**config.mk**
```make
export PLATFORM = sky130hd
export DESIGN_NAME = multicycle_sequencer
export DESIGN_NICKNAME = d
export VERILOG_FILES = /design/src/rtl/multicycle_sequencer.sv
export SDC_FILE = /design/constraint.sdc
export NUM_CORES = 1
export LEC_CHECK = 0
export CAP_MARGIN = 20
export CELL_PAD_IN_SITES_DETAIL_PLACEMENT = 2
export CELL_PAD_IN_SITES_GLOBAL_PLACEMENT = 2
export CORE_MARGIN = 1.5
export CORE_UTILIZATION = 35
export CTS_CLUSTER_SIZE = 8
export DETAILED_ROUTE_END_ITERATION = 10
export GPL_ROUTABILITY_DRIVEN = 0
export PLACE_DENSITY_LB_ADDON = 0.25
export SKIP_LAST_GASP = 1
export SLEW_MARGIN = 20
export SYNTH_ARGS = -nofsm -noshare
export SYNTH_HDL_FRONTEND = slang
export SYNTH_SLANG_ARGS = --single-unit
```
**constraint.sdc**
```tcl
create_clock -name clk -period 5.01 [get_ports clk]
set_input_delay 0.501 -clock clk [delete_from_list [all_inputs] [get_ports clk]]
set_output_delay 0.501 -clock clk [all_outputs]
set_load 0.005 [all_outputs]
```
**src/rtl/multicycle_sequencer.sv**
```systemverilog
// multicycle_sequencer
//   Micro-step sequencer for the multicycle RV32I core. It holds the current
//   step (IF/ID/EX/MEM/WB/HALT) and the latched opcode, steps each instruction
//   class through its micro-steps, stalls on memory handshakes, and tracks
//   cycle/retired counters plus illegal-opcode and memory-timeout faults.
//
// Ports
//   clk           rising-edge clock
//   reset_n       asynchronous active-low reset
//   ir_opcode     opcode field of the instruction register (valid from ID)
//   mem_ready     memory access complete (sampled in IF and MEM)
//   halt_cond     ecall halt qualifier (sampled in ID)
//   state         current step: IF=0 ID=1 EX=2 MEM=3 WB=4 HALT=5
//   part_of_inst  opcode to control unit (live in ID, latched otherwise)
//   inst_done     pulse on the final step of each retired instruction
//   is_halted     high while in HALT
//   illegal_inst  pulse on an unknown opcode in ID
//   mem_timeout   sticky memory-timeout fault, cleared only by reset
//   cycle_count   cycles spent outside HALT
//   retired_count instructions retired
module multicycle_sequencer #(
    parameter int CNT_WIDTH   = 32,
    parameter int MEM_TIMEOUT = 16
) (
    input  logic                 clk,
    input  logic                 reset_n,
    input  logic [6:0]           ir_opcode,
    input  logic                 mem_ready,
    input  logic                 halt_cond,
    output logic [2:0]           state,
    output logic [6:0]           part_of_inst,
    output logic                 inst_done,
    output logic                 is_halted,
    output logic                 illegal_inst,
    output logic                 mem_timeout,
    output logic [CNT_WIDTH-1:0] cycle_count,
    output logic [CNT_WIDTH-1:0] retired_count
);

    localparam int WAIT_W = $clog2(MEM_TIMEOUT) + 1;
    // Last wait count before the fault fires; meaningless when timeout is off.
    localparam logic [WAIT_W-1:0] waitLast   = WAIT_W'(MEM_TIMEOUT - 1);
    localparam logic              timeoutEn  = (MEM_TIMEOUT > 0);

    localparam logic [6:0] opR      = 7'b0110011;
    localparam logic [6:0] opIArith = 7'b0010011;
    localparam logic [6:0] opLoad   = 7'b0000011;
    localparam logic [6:0] opStore  = 7'b0100011;
    localparam logic [6:0] opBranch = 7'b1100011;
    localparam logic [6:0] opJal    = 7'b1101111;
    localparam logic [6:0] opJalr   = 7'b1100111;
    localparam logic [6:0] opLui    = 7'b0110111;
    localparam logic [6:0] opAuipc  = 7'b0010111;
    localparam logic [6:0] opSystem = 7'b1110011;

    typedef enum logic [2:0] {
        stIf   = 3'd0,
        stId   = 3'd1,
        stEx   = 3'd2,
        stMem  = 3'd3,
        stWb   = 3'd4,
        stHalt = 3'd5
    } stepE;

    stepE              curState;
    stepE              nextState;
    logic [6:0]        opcodeQ;
    logic [WAIT_W-1:0] waitCnt;
    logic              memWait;
    logic              timeoutHit;

    assign state        = curState;
    assign is_halted    = (curState == stHalt);
    assign part_of_inst = (curState == stId) ? ir_opcode : opcodeQ;

    // Next-step selection; inst_done/illegal_inst are decoded here as well
    // because they depend on the same state/input combination.
    always_comb begin
        nextState    = curState;
        inst_done    = 1'b0;
        illegal_inst = 1'b0;
        memWait      = ((curState == stIf) || (curState == stMem)) && !mem_ready;
        timeoutHit   = timeoutEn && memWait && (waitCnt == waitLast);

        case (curState)
            stIf: begin
                if (mem_ready)       nextState = stId;
                else if (timeoutHit) nextState = stHalt;
            end
            stId: begin
                case (ir_opcode)
                    opR, opIArith, opLoad, opStore, opBranch,
                    opJal, opJalr, opLui, opAuipc: nextState = stEx;
                    opSystem: begin
                        inst_done = 1'b1;
                        nextState = halt_cond ? stHalt : stIf;
                    end
                    default: begin
                        illegal_inst = 1'b1;
                        nextState    = stIf;
                    end
                endcase
            end
            stEx: begin
                case (opcodeQ)
                    opLoad, opStore: nextState = stMem;
                    opBranch: begin
                        inst_done = 1'b1;
                        nextState = stIf;
                    end
                    default: nextState = stWb;
                endcase
            end
            stMem: begin
                if (mem_ready) begin
                    if (opcodeQ == opLoad) begin
                        nextState = stWb;
                    end else begin
                        inst_done = 1'b1;
                        nextState = stIf;
                    end
                end else if (timeoutHit) begin
                    nextState = stHalt;
                end
            end
            stWb: begin
                inst_done = 1'b1;
                nextState = stIf;
            end
            stHalt:  nextState = stHalt;
            default: nextState = stIf;
        endcase
    end

    always_ff @(posedge clk or negedge reset_n) begin
        if (!reset_n) begin
            curState      <= stIf;
            opcodeQ       <= '0;
            waitCnt       <= '0;
            mem_timeout   <= 1'b0;
            cycle_count   <= '0;
            retired_count <= '0;
        end else begin
            curState <= nextState;

            if (curState == stId) opcodeQ <= ir_opcode;

            if (nextState != curState) waitCnt <= '0;
            else if (memWait)          waitCnt <= waitCnt + 1'b1;

            if (timeoutHit) mem_timeout <= 1'b1;

            if (curState != stHalt) cycle_count <= cycle_count + 1'b1;
            if (inst_done)          retired_count <= retired_count + 1'b1;
        end
    end

endmodule

```
==> flow_summary.ini <==
[sta]
setup_viol = 0
slew_headroom_pct = 46.2
grt_setup_unrepaired = no
hold_viol = 0
fin_worst_skew_ns = 0.00592
layout_min_cycle_time_ns = 3.18
timing.fmax_ghz = 0.314
tightest_slew_ns = 0.799
finalMaxSlewViolations = 0
post-route-period-util_pct = 63.5
tns_ns = 0

[status]
status = complete, but fails checks
violations = design-rule violations

[setup_path]
endpoint_kind = output port
worstSetupPathType = register to output port
cp_max_fo = 21
start_kind = register
reg2reg_depth = 5
arrival_ns = 2.68
required_ns = 4.51

[clock_network]
cts_buffer_depth = 2
clkTransAtPathRegs_ns = 0.06
cts_buffers = 9
post_cts_resized = 0
hold_buffers = 0
cts_setup_buffers = 0
cts_root_buf = clkbuf_16
cts_sinks = 80
clk_latency_ns = 0.34
cts-htree-levels = 3
cts_tree = yes

[routing]
drt_iter0_markers = 227
totalWireLength_mm = 11.5
via_per_inst = 5.35
ant_nets = 0
drt-wirelength-per-cell_um = 18.4
first_pass_iters = 9
vias = 3342
drc = 10

[floorplanning]
dieArea_um2 = 12600
ios = 89
coreArea_um2 = 11500
die-height_um = 112
start_util_pct = 36.2
die_w_um = 112
num_rows = 39

[pwr]
ir_worst_vdd_mv = 0.265
powerDensity_nw_per_um2 = 417
p_leak_nw = 2.38
finalPower_mw = 2.27

[synth]
postSynthNetCount = 406
synth_edf_count = 0
yosysUniqueCellTypes = 52
yosysSeqAreaShare_pct = 48.0
ys.warnings.count = 0
syn_inst = 391
synthArstFlopShare_pct = 100
syn_area_per_cell_um2 = 10.7
ys_ff_latch = 80
netlist_area_um2 = 4170
ys.flop_type = dfrtp_1

[final_layout]
fin_nets = 492
diodes = 0
multi_input_area_um2 = 2020
seq_area_um2 = 2000
drive_above_1_share_pct = 9.54
fin_util_pct = 47.3
final_cells = 625
area.growth.synth_to_final_pct = 30.6
fillCellCount = 1211

[grt]
grt_max_degree = 81
antenna_found_initial = 0
grt_overflow = 0
grt_pass1_wl_mm = 19.8
grt_pass1_vias = 3744
track_usage_pct = 19.7

[placement]
dpl.hpwl_mm = 8.00
place_inst = 609
io_buffers = 88

[min_path]
hp-class = input port to asynchronous set/reset pin

[job]
maxCapViolations = 0
==> path summary, 6_finish.rpt <==
check	startpoint	end	slack, ns
worst min register to register	retired_count[31]	retired_count[31]	0.47
min in group clk	retired_count[31]	retired_count[31]	0.47
max in group asynchronous	reset_n	opcodeQ[4]	4.29
worst max register to register	state[0]	waitCnt[2]	2.16
worst max-delay path	state[0]	inst_done	1.83
worst min-delay path	reset_n	retired_count[25]	0.18
==> kinds of logic (layout without fill, tap and decap cells) <==
| family | count (synthesis) | after routing | synth area share, % |
|---|---|---|---|
| multiplexers | 3 | 3 | 0.781 |
| adder cells (fa/ha/maj) | 4 | 4 | 1.20 |
| AO/OA/AOI/OAI | 28 | 28 | 5.79 |
| buffers and inverters | 26 | 117 | 3.57 |
| XOR/XNOR | 66 | 66 | 13.9 |
| flip-flops | 80 | 80 | 48.0 |
| AND/OR/NAND/NOR | 184 | 184 | 26.7 |
==> stage by stage <==
step                instance area, um^2  hold WS (ns)  setup WS (ns)
CTS                                5440         0.392           1.80
detailed placement                 5130         0.461           1.88
global route                       5440         0.278           1.53
global placement                   5130         0.457           1.93
floorplan                          4170         0.205           2.92
finish                             5440         0.184           1.83
==> routing by layer <==
| metal | track usage (%) | up-vias | wire length [um] |
|---|---|---|---|
| li1 | - | 1561 | - |
| met1 | 25.9 | 1710 | 5200 |
| met2 | 33.0 | 57 | 5800 |
| met3 | 2.65 | 14 | 302 |
| met4 | 8.27 | 0 | 228 |
| met5 | 0 | - | 0 |
==> report_power, final <==
group,switching (mW),total (mW),internal [mW]
Combinational,0.345,0.689,0.344
Sequential,0.156,0.893,0.737
Clock,0.272,0.687,0.415
==> synth_stat cells, types with 3 or more instances <==
cell,count,share of area (%)
a211oi_1,3,0.54
a21oi_1,4,0.48
and3_1,7,1.1
and4_1,5,1.1
buf_2,6,0.72
buf_6,4,1.1
clkbuf_1,3,0.27
dfrtp_1,80,48
ha_1,4,1.2
inv_1,11,0.99
nand2_1,46,4.1
nand2b_1,5,0.75
nand3_1,25,3.0
nand3b_1,3,0.54
nand4_1,16,2.4
nor2_1,17,1.5
nor3_1,15,1.8
nor3b_1,3,0.54
nor4_1,8,1.2
nor4_2,14,4.2
o21ai_0,6,0.72
or3_1,3,0.45
or4_1,3,0.54
xnor2_1,27,5.7
xor2_1,39,8.2
==> flip-flops by register name, summed over array words and instances, names as in the netlist <==
register       cells
retired_count     32
waitCnt            5
opcodeQ            7
mem_timeout        1
state              3
cycle_count       32
==> critical path, cell delays in order (launching register included) <==
cell and delay, ns:
dfrtp_1 0.76, inv_1 0.18, o31ai_2 0.32, nand2_1 0.13
or2_2 0.33, inv_1 0.11, clkdlybuf4s50_1 0.51
==> cell usage in the layout (no fill, tap or decap), drive strengths merged, types with 2 or more instances in the layout <==
master / n
a211oi: 3
a21oi: 4
a31o: 2
and2: 2
and3: 7
and4: 5
buf: 3
clkbuf: 12
clkdlybuf4s50: 87
dfrtp: 80
ha: 4
inv: 12
mux2: 2
nand2: 46
nand2b: 5
nand3: 25
nand3b: 3
nand4: 16
nand4bb: 2
nor2: 17
nor3: 17
nor3b: 3
nor4: 22
o21ai: 6
o31ai: 2
o41a: 2
o41ai: 2
or2: 2
or3: 3
or3b: 2
or4: 4
xnor2: 27
xor2: 39
==> final cells by class <==
cell class	count	area share (%)
well taps	143	3.29
clock inverters	4	0.942
flip-flops and latches	80	36.8
inverters	11	0.758
repair buffers	90	16.5
clock buffers	12	4.71
multi-input cells	285	37.0
(Power assumes the default switching activity.)
